### config.mk
export PLATFORM = sky130hd
export DESIGN_NAME = tx_scheduler
export DESIGN_NICKNAME = d
export VERILOG_FILES = /design/src/rtl/tx_scheduler_pkg.sv /design/src/rtl/tx_scheduler_rr_arbiter.sv /design/src/rtl/tx_scheduler.sv
export SDC_FILE = /design/constraint.sdc
export NUM_CORES = 1
export LEC_CHECK = 0
export BUFFER_PORTS_ARGS = -buffer_cell sky130_fd_sc_hd__buf_4
export CAP_MARGIN = 0
export CORE_AREA = 2 2 131 133
export DETAILED_ROUTE_END_ITERATION = 7
export DIE_AREA = 0 0 133 135
export HOLD_SLACK_MARGIN = 0.1
export PLACE_DENSITY = 0.67
export SKIP_CTS_REPAIR_TIMING = 1
export SLEW_MARGIN = 10
export SYNTH_ARGS = -nofsm -noshare
export SYNTH_HDL_FRONTEND = slang
export SYNTH_SLANG_ARGS = --single-unit
export TNS_END_PERCENT = 100
### constraint.sdc
create_clock -name clk -period 3.8 [get_ports clk]
set_input_delay 0.76 -clock clk [delete_from_list [all_inputs] [get_ports clk]]
set_output_delay 0.76 -clock clk [all_outputs]
set_load 0.005 [all_outputs]
### src/rtl/tx_scheduler_pkg.sv
`default_nettype none
// ============================================================================
//  Module   : tx_scheduler_pkg
//  Purpose  : Shared types and constants for the tx_scheduler block: FSM state
//             encodings, default timeout/gap values and a counter-width helper.
//  Options  : TX_SCHED_GAP_EN (consumed by tx_scheduler) enables the GAP state.
//  Revision : 1.0 - initial release
// ============================================================================
package tx_scheduler_pkg;

    // Scheduler FSM states; TXS_GAP is only reachable with TX_SCHED_GAP_EN
    typedef enum logic [2:0] {
        TXS_IDLE      = 3'd0,
        TXS_LOAD      = 3'd1,
        TXS_START     = 3'd2,
        TXS_WAIT_BUSY = 3'd3,
        TXS_SEND      = 3'd4,
        TXS_GAP       = 3'd5
    } txs_state_e;

    // Default cycle limits
    localparam int TXS_DEF_START_TIMEOUT = 255;
    localparam int TXS_DEF_GAP_CYCLES    = 1000;

    // Width of the shared cycle counter: must hold max(timeout, gap)
    function automatic int txs_cnt_width(input int timeout, input int gap);
        int m;
        m = (timeout > gap) ? timeout : gap;
        return (m < 1) ? 1 : $clog2(m + 1);
    endfunction

endpackage
`default_nettype wire

### src/rtl/tx_scheduler_rr_arbiter.sv
`default_nettype none
// ============================================================================
//  Module   : tx_scheduler_rr_arbiter
//  Purpose  : Purely combinational round-robin arbiter. Returns the first set
//             request bit found scanning upward from ptr, wrapping at NUM_REQ.
//  Revision : 1.0 - initial release
// ============================================================================
module tx_scheduler_rr_arbiter
    import tx_scheduler_pkg::*;
#(
    parameter int NUM_REQ = 4
) (
    input  logic [NUM_REQ-1:0]         req,
    input  logic [$clog2(NUM_REQ)-1:0] ptr,
    output logic [$clog2(NUM_REQ)-1:0] winner,
    output logic                       valid
);

    localparam int IDX_W = $clog2(NUM_REQ);

    int idx;

    // Scan NUM_REQ positions starting at ptr; the first hit wins
    always_comb begin
        winner = '0;
        valid  = 1'b0;
        idx    = 0;
        for (int i = 0; i < NUM_REQ; i++) begin
            idx = int'(ptr) + i;
            if (idx >= NUM_REQ) begin
                idx = idx - NUM_REQ;
            end
            if (!valid && req[idx[IDX_W-1:0]]) begin
                valid  = 1'b1;
                winner = idx[IDX_W-1:0];
            end
        end
    end

endmodule
`default_nettype wire

### src/rtl/tx_scheduler.sv
`default_nettype none
// ============================================================================
//  Module   : tx_scheduler
//  Purpose  : Round-robin scheduler sharing one serial transmitter among
//             NUM_REQ frame sources. Latches the winning frame, pulses
//             tx_start, follows tx_busy to completion and flags a transmitter
//             that never goes busy with a sticky err.
//  Options  : TX_SCHED_GAP_EN - insert GAP_CYCLES idle cycles after each
//             frame (SEND -> GAP -> IDLE). Undefined: SEND -> IDLE.
//  Revision : 1.0 - initial release
// ============================================================================
module tx_scheduler
    import tx_scheduler_pkg::*;
#(
    parameter int NUM_REQ       = 4,
    parameter int DATA_W        = 64,
    parameter int START_TIMEOUT = TXS_DEF_START_TIMEOUT,
    parameter int GAP_CYCLES    = TXS_DEF_GAP_CYCLES
) (
    input  logic                        clk,
    input  logic                        rst,
    input  logic [NUM_REQ-1:0]          req,
    input  logic [NUM_REQ*DATA_W-1:0]   req_data,
    output logic [NUM_REQ-1:0]          ack,
    output logic [DATA_W-1:0]           tx_data,
    output logic                        tx_start,
    input  logic                        tx_busy,
    output logic [$clog2(NUM_REQ)-1:0]  grant_id,
    output logic                        active,
    output logic                        err
);

    localparam int                IDX_W     = $clog2(NUM_REQ);
    localparam int                CNT_W     = txs_cnt_width(START_TIMEOUT, GAP_CYCLES);
    localparam logic [CNT_W-1:0]  TIMEOUT_C = CNT_W'(START_TIMEOUT);
`ifdef TX_SCHED_GAP_EN
    localparam logic [CNT_W-1:0]  GAP_C     = CNT_W'(GAP_CYCLES);
`endif

    txs_state_e         state_q,    state_d;
    logic [IDX_W-1:0]   ptr_q,      ptr_d;
    logic [IDX_W-1:0]   winner_q,   winner_d;
    logic [IDX_W-1:0]   grant_q,    grant_d;
    logic [DATA_W-1:0]  tx_data_q,  tx_data_d;
    logic [NUM_REQ-1:0] ack_q,      ack_d;
    logic               tx_start_q, tx_start_d;
    logic               active_q,   active_d;
    logic               err_q,      err_d;
    logic [CNT_W-1:0]   cnt_q,      cnt_d;

    logic [IDX_W-1:0]   arb_winner;
    logic               arb_valid;
    logic [DATA_W-1:0]  sel_data;
    logic [CNT_W-1:0]   cnt_inc;
    logic [IDX_W-1:0]   ptr_next;

    tx_scheduler_rr_arbiter #(
        .NUM_REQ (NUM_REQ)
    ) u_arb (
        .req    (req),
        .ptr    (ptr_q),
        .winner (arb_winner),
        .valid  (arb_valid)
    );

    // Select the frame of the source chosen in IDLE
    always_comb begin
        sel_data = '0;
        for (int i = 0; i < NUM_REQ; i++) begin
            if (winner_q == IDX_W'(i)) begin
                sel_data = req_data[i*DATA_W +: DATA_W];
            end
        end
    end

    // Saturating counter increment and wrapping round-robin pointer advance
    always_comb begin
        cnt_inc  = (cnt_q == {CNT_W{1'b1}}) ? cnt_q : cnt_q + 1'b1;
        ptr_next = (winner_q == IDX_W'(NUM_REQ - 1)) ? '0 : winner_q + 1'b1;
    end

    // FSM next-state and next-output logic; every output is registered
    always_comb begin
        state_d    = state_q;
        ptr_d      = ptr_q;
        winner_d   = winner_q;
        grant_d    = grant_q;
        tx_data_d  = tx_data_q;
        ack_d      = '0;
        tx_start_d = 1'b0;
        err_d      = err_q;
        cnt_d      = cnt_q;

        case (state_q)
            TXS_IDLE: begin
                // Winner is decided here, so a req dropped during LOAD is still served
                if (arb_valid) begin
                    winner_d = arb_winner;
                    ack_d    = NUM_REQ'(1) << arb_winner;
                    state_d  = TXS_LOAD;
                end
            end
            TXS_LOAD: begin
                tx_data_d  = sel_data;
                grant_d    = winner_q;
                ptr_d      = ptr_next;
                tx_start_d = 1'b1;
                state_d    = TXS_START;
            end
            TXS_START: begin
                cnt_d   = '0;
                state_d = TXS_WAIT_BUSY;
            end
            TXS_WAIT_BUSY: begin
                if (tx_busy) begin
                    state_d = TXS_SEND;
                end else begin
                    cnt_d = cnt_inc;
                    // Give up after START_TIMEOUT low samples; scheduling resumes
                    if (cnt_inc >= TIMEOUT_C) begin
                        err_d   = 1'b1;
                        state_d = TXS_IDLE;
                    end
                end
            end
            TXS_SEND: begin
                if (!tx_busy) begin
`ifdef TX_SCHED_GAP_EN
                    cnt_d   = '0;
                    state_d = TXS_GAP;
`else
                    state_d = TXS_IDLE;
`endif
                end
            end
`ifdef TX_SCHED_GAP_EN
            TXS_GAP: begin
                // Hold off the next frame so the receiver can resynchronise
                if (cnt_inc >= GAP_C) begin
                    state_d = TXS_IDLE;
                end else begin
                    cnt_d = cnt_inc;
                end
            end
`endif
            default: begin
                state_d = TXS_IDLE;
            end
        endcase

        active_d = (state_d != TXS_IDLE);
    end

    // State and output registers with synchronous reset
    always_ff @(posedge clk) begin
        if (rst) begin
            state_q    <= TXS_IDLE;
            ptr_q      <= '0;
            winner_q   <= '0;
            grant_q    <= '0;
            tx_data_q  <= '0;
            ack_q      <= '0;
            tx_start_q <= 1'b0;
            active_q   <= 1'b0;
            err_q      <= 1'b0;
            cnt_q      <= '0;
        end else begin
            state_q    <= state_d;
            ptr_q      <= ptr_d;
            winner_q   <= winner_d;
            grant_q    <= grant_d;
            tx_data_q  <= tx_data_d;
            ack_q      <= ack_d;
            tx_start_q <= tx_start_d;
            active_q   <= active_d;
            err_q      <= err_d;
            cnt_q      <= cnt_d;
        end
    end

    assign ack      = ack_q;
    assign tx_data  = tx_data_q;
    assign tx_start = tx_start_q;
    assign grant_id = grant_q;
    assign active   = active_q;
    assign err      = err_q;

endmodule
`default_nettype wire

# After elaboration in Yosys (flattened, before gate mapping)
# Cells that the tools add are included.
dict set report totals {
  regBits 90
  latchBits 0
  ramBits 0
  romBits 0
  in_bits 263
  output_inout_bits 73
  wordCells 89
  n_memories 0
}
dict set report classes {
  n_addsub 9
  mul 0
  n_div 0
  n_lt_le_gt_ge 9
  eq_ne 9
  n_shift 1
  muxes 34
  bitwise 3
  reduce_logical 14
}
# operator count
set ops {}
lappend ops {{2-to-1 mux 64 bit} 4}
lappend ops {{2-to-1 mux 10 bit} 2}
lappend ops {{case mux 10 bit (2 select lines)} 1}
lappend ops {{2-to-1 mux 2 bit} 9}
lappend ops {{case mux 3 bit (5 select lines)} 1}
lappend ops {{less-than comparator 2 x 3 -> 1 bit (second input constant)} 4}
lappend ops {{2-to-1 mux 3 bit} 4}
lappend ops {{adder 10 x 1 -> 10 bit (second input constant)} 1}
lappend ops {{== test 10 bit (second input constant)} 1}
lappend ops {{>= comparator 10 x 8 -> 1 bit (second input constant)} 1}
lappend ops {{>= comparator 3 bit (second input constant)} 3}
lappend ops {{2-to-1 mux 1 bit} 9}
lappend ops {{binary-select mux 1 bit (select 2 bit)} 4}
lappend ops {{subtractor 2 x 1 -> 2 bit (second input constant)} 4}
lappend ops {{adder 2 x 2 -> 3 bit (second input constant)} 2}
lappend ops {{== test 3 x 2 -> 1 bit (second input constant)} 2}
lappend ops {{== test 2 bit (second input constant)} 2}
lappend ops {{AND reduction 2 bit} 2}
lappend ops {{<< shifter 1 x 2 -> 4 bit (first input constant)} 1}
lappend ops {{adder 2 x 1 -> 3 bit (second input constant)} 1}
lappend ops {{== test 3 x 1 -> 1 bit (second input constant)} 1}
lappend ops {{== test 3 bit (second input constant)} 1}
lappend ops {{>= comparator 2 x 3 -> 1 bit (second input constant)} 1}
lappend ops {{logical AND 1 bit} 3}
lappend ops {{11 further kinds} 15}

# Logic depth before layout (Yosys ltp)
dict set report logic_depth {
  ltp_word 17
  depth_mapped 8
  ltp_nobuf 6
}

# Modules after synthesis
# Synthesis repeated with hierarchy kept, for this count alone.
dict set report hier_totals {
  hier_cells 750
  hier_area_um2 5972.0
}
# mod instances cells_each area_per_inst_um2 seq_area_each_um2
set by_module_without_submodules {}
lappend by_module_without_submodules {tx_scheduler 1 735 5894.4 1801.7}
lappend by_module_without_submodules {tx_scheduler_rr_arbiter 1 15 77.6 0.0}

# Least setup slack after synthesis
# No wires, ideal clock.
dict set report synth_path {
  path_kind {in2reg}
  start {input tx_busy}
  end {register cnt_q[8]}
  setup_ns 0.130
  arrival_time_ns 1.718
  slack_ns 1.952
  cell_stages 5
  path_buffers 1
  cell_sequence {nand4bb_1 > clkbuf_1 > nor3_1 > nor4bb_1 > nor3_1}
}
dict set report synth_via {
  elab_chain_len 2
}
# item line
set synth_rtl {}
lappend synth_rtl {{from (decl)} tx_scheduler.sv:27} ;# input logic tx_busy,
lappend synth_rtl {{inequality test 2 bit (no source line)} n/a}
lappend synth_rtl {{AND reduction 2 bit (no source line)} n/a}
lappend synth_rtl {{to (signal assigned)} tx_scheduler.sv:177} ;# cnt_q <= cnt_d;
lappend synth_rtl {{to (decl)} tx_scheduler.sv:49} ;# logic [CNT_W-1:0] cnt_q, cnt_d;
# Every way passes these cells.
# A chain may end at the register's enable or synchronous reset.

# Worst setup path in the final report
dict set report layout_path {
  start {register winner_q[0]}
  end {register tx_data_q[32] (netlist: tx_data[32])}
}
dict set report layout_via {
  elab_chain_len 5
}
# item line
set layout_rtl {}
lappend layout_rtl {{from (decl)} tx_scheduler.sv:42} ;# logic [IDX_W-1:0] winner_q, winner_d;
lappend layout_rtl {{from (signal assigned)} tx_scheduler.sv:170} ;# winner_q <= winner_d;
lappend layout_rtl {{logical NOT 2 bit} tx_scheduler.sv:70} ;# if (winner_q == IDX_W'(i)) begin
lappend layout_rtl {{2-to-1 mux 64 bit (3 in a row)} tx_scheduler.sv:70}
lappend layout_rtl {{2-to-1 mux 64 bit *} tx_scheduler.sv:70}
lappend layout_rtl {{to (signal assigned)} tx_scheduler.sv:172} ;# tx_data_q <= tx_data_d;
lappend layout_rtl {{to (decl)} tx_scheduler.sv:44} ;# logic [DATA_W-1:0] tx_data_q, tx_data_d;
# Mark *: on every way between the ends. The rest lies on a longest branch, timed or not.

==> results_dict.tcl <==
set metrics [dict create \
    status "completed" \
    postRouteAntennaNets 0 \
    setup_viol 0 \
    worstSetupPathType "reg2reg" \
    cpMaxStageDelayCell "ha_4" \
    min_to "grant_id[0]" \
    synth_edf_count 0 \
    drcViolationCount 0 \
    endpoint_kind "flip-flop" \
    die_area_um2 18000 \
    power.switching_mw 1.06 \
    wl_met3_um 1920 \
    antenna_found_initial 0 \
    p_per_area_nw_per_um2 390 \
    path_cells "ha_4, buf_4, nor2b_1, a221oi_1, o311a_1, nor3_1" \
    yosysMostFrequentCell "nor2b_1" \
    power_frac_seq 0.341 \
    overflow 0 \
    dr.pass1.iters 5 \
    worst-path-max-fanout 88 \
    start_kind "flip-flop" \
    power_frac_comb 0.366 \
    synth_top_area_share 0.308 \
    worst_pin_slew_ns 0.954 \
    synth_area_um2 5840 \
    min_path_type "reg2reg" \
    synthCells 759 \
    wl_per_cell_um 18.3 \
    finalHoldViolCount 0 \
    cp.required_ns 4.00 \
    slew_headroom 0.364 \
    routed.top_layer "met4" \
    critPathBufInv 1 \
    gp_congestion 0.882 \
    ff2ff_path_depth 6 \
    syn_area_per_cell_um2 7.70 \
    wl_met2_um 10900 \
    clockBufferDepth 2 \
    nets 1302 \
    period_needed_ns 2.52 \
    timing.fmax_ghz 0.397 \
    irDropWorstVdd_mv 0.193 \
    async_flop_share 0 \
    hold_depth 2 \
    clock-root-buffer "clkbuf_16" \
    cts_tree "yes" \
    globalRouteTotalUtil 0.239 \
    die_h_um 135 \
    ys_top_cells_by_count "129 x nor2b_1, 90 x dfxtp_1, 82 x nand2_1" \
    wl_met1_um 9540 \
    yosys_warnings 0 \
    grt_pass1_wl_um 33900 \
    setup_tns_ns 0 \
    dp_hpwl_um 16900 \
    cp.arrival_ns 2.72 \
    clock_power_share 0.293 \
    maxCapViolations 0 \
    cp_top_family "adder cells" \
    drive_gt1_frac 0.359 \
    diodes 0 \
    hold_start "grant_id[0]" \
    timing.rr.start "winner_q[0]" \
    io_pins 336 \
    viasPerCell 5.37 \
    core_area_um2 16400 \
    synthTopCellsByArea "dfxtp_1 31%, nor2b_1 14%, o311a_1 11%, a221oi_1 9.6%, nor3_1 6.1%" \
    slew_violations 0 \
    synth_ff_type "dfxtp_1" \
    synth_cell_types 53 \
    clock_latency_ns 0.34 \
    swShare 0.310 \
    htree_levels 3 \
    rr_endpoint "tx_data[32]" \
    power_leakage_nw 3.87 \
    area_delta_synth_final_pct 49.8 \
    fin_skew_ns 0.00855 \
    portBuffers 335 \
    ys_ff_latch 90 \
    drtIter0Drc 441 \
    yosysSeqAreaShare 0.308 \
    finalCritPeriodShare 0.664 \
    wirelength_um 23000 \
    initial_core_util 0.356 \
    max_stage_delay_ns 0.77 \
    total_power_mw 3.41 \
    fp.dieW_um 133 \
    yosysTopAreaCell "dfxtp_1" \
    cts_sinks 90 \
    numCtsBuffers 9 \
    syn_nets 1027 \
    grt_max_degree 91 \
    ff2ff_setup_slack_ns 1.28 \
    grt_pass1_vias 6103 \
    internal-power_mw 2.35 \
    vias 6757 \
    row_count 47 \
    rsz0062_at_grt "no" \
    clk_pin_slew_ns 0.07 \
]
## tightest hold or removal path: stages (launching register included)
cell	delay [ns]
dfxtp_1	0.31
nand2_1	0.05
a21oi_1	0.05
## how the worst max path moves through the flow
stage	from	end	cells after the start
detailed placement	winner_q[0]	tx_data[31]	6
floorplan	tx_busy	cnt_q[8]	5
global placement	winner_q[0]	tx_data[38]	6
CTS	winner_q[0]	tx_data[37]	6
global route	winner_q[0]	tx_data[29]	6
finish	winner_q[0]	tx_data[32]	6
## cell usage in the layout (no fill, tap or decap), types with 3 or more instances in the layout
| master | n |
|---|---|
| buf_4 | 340 |
| and2_1 | 3 |
| a211oi_1 | 3 |
| nor3b_1 | 3 |
| nand3_1 | 5 |
| a21oi_1 | 16 |
| nor2b_1 | 129 |
| nor3_1 | 71 |
| dfxtp_1 | 90 |
| a31oi_1 | 3 |
| nand2b_1 | 5 |
| inv_1 | 7 |
| a221oi_1 | 64 |
| o21ai_0 | 10 |
| buf_12 | 3 |
| nor2_1 | 77 |
| mux2i_1 | 3 |
| nand2_1 | 82 |
| nor4_1 | 5 |
| clkbuf_16 | 9 |
| ha_4 | 3 |
| o311a_1 | 64 |
## per-stage QoR
stage,std cells,instance area [um2],utilization,setup slack (ns),hold slack (ns)
floorplan,759,5840,-,1.95,0.445
global placement,1243,8420,0.513,1.39,0.453
detailed placement,1243,8420,0.513,1.32,0.454
CTS,1259,8750,0.533,1.31,0.463
global route,1259,8750,0.533,1.09,0.493
finish,1259,8750,0.533,1.28,0.462
## layer usage
metal  track usage  up-vias
li1              -     3324
met1         0.292     3117
met2         0.395      276
met3        0.0721       40
met4        0.0950        0
met5             0        -
## cell families after synthesis
group | synth area share
compound gates | 0.257
xor+xnor | 0.00150
fa+ha+maj | 0.0107
buf+inv | 0.0651
flops | 0.308
mux | 0.00514
simple gates | 0.352
## sequential cells by signal (all words and copies together) (netlist names)
register / cells
tx_data: 64
cnt_q: 10
ack: 4
state_q: 3
grant_id: 2
ptr_q: 2
winner_q: 2
active: 1
err: 1
tx_start: 1
## final cells by class
| type | instances | area, um2 |
|---|---|---|
| Clock buffer | 12 | 256 |
| Tap cell | 220 | 275 |
| Inverter | 7 | 26.3 |
| Sequential cell | 90 | 1800 |
| Timing Repair Buffer | 343 | 2610 |
| Clock inverter | 4 | 73.8 |
| Fill cell | 1618 | 7660 |
| Multi-Input combinational cell | 583 | 3700 |
## power by group through the flow
stage / Clock [mW] / Sequential (mW) / Combinational (mW)
6_report: 0.997 / 1.16 / 1.25
5_1_grt: 1.07 / 1.18 / 1.36
3_3_place_gp: 0 / 1.18 / 1.24
4_1_cts: 1.03 / 1.16 / 1.25
2_1_floorplan: 0 / 1.17 / 0.686
3_5_place_dp: 0 / 1.18 / 1.25
(Power assumes the default switching activity.)
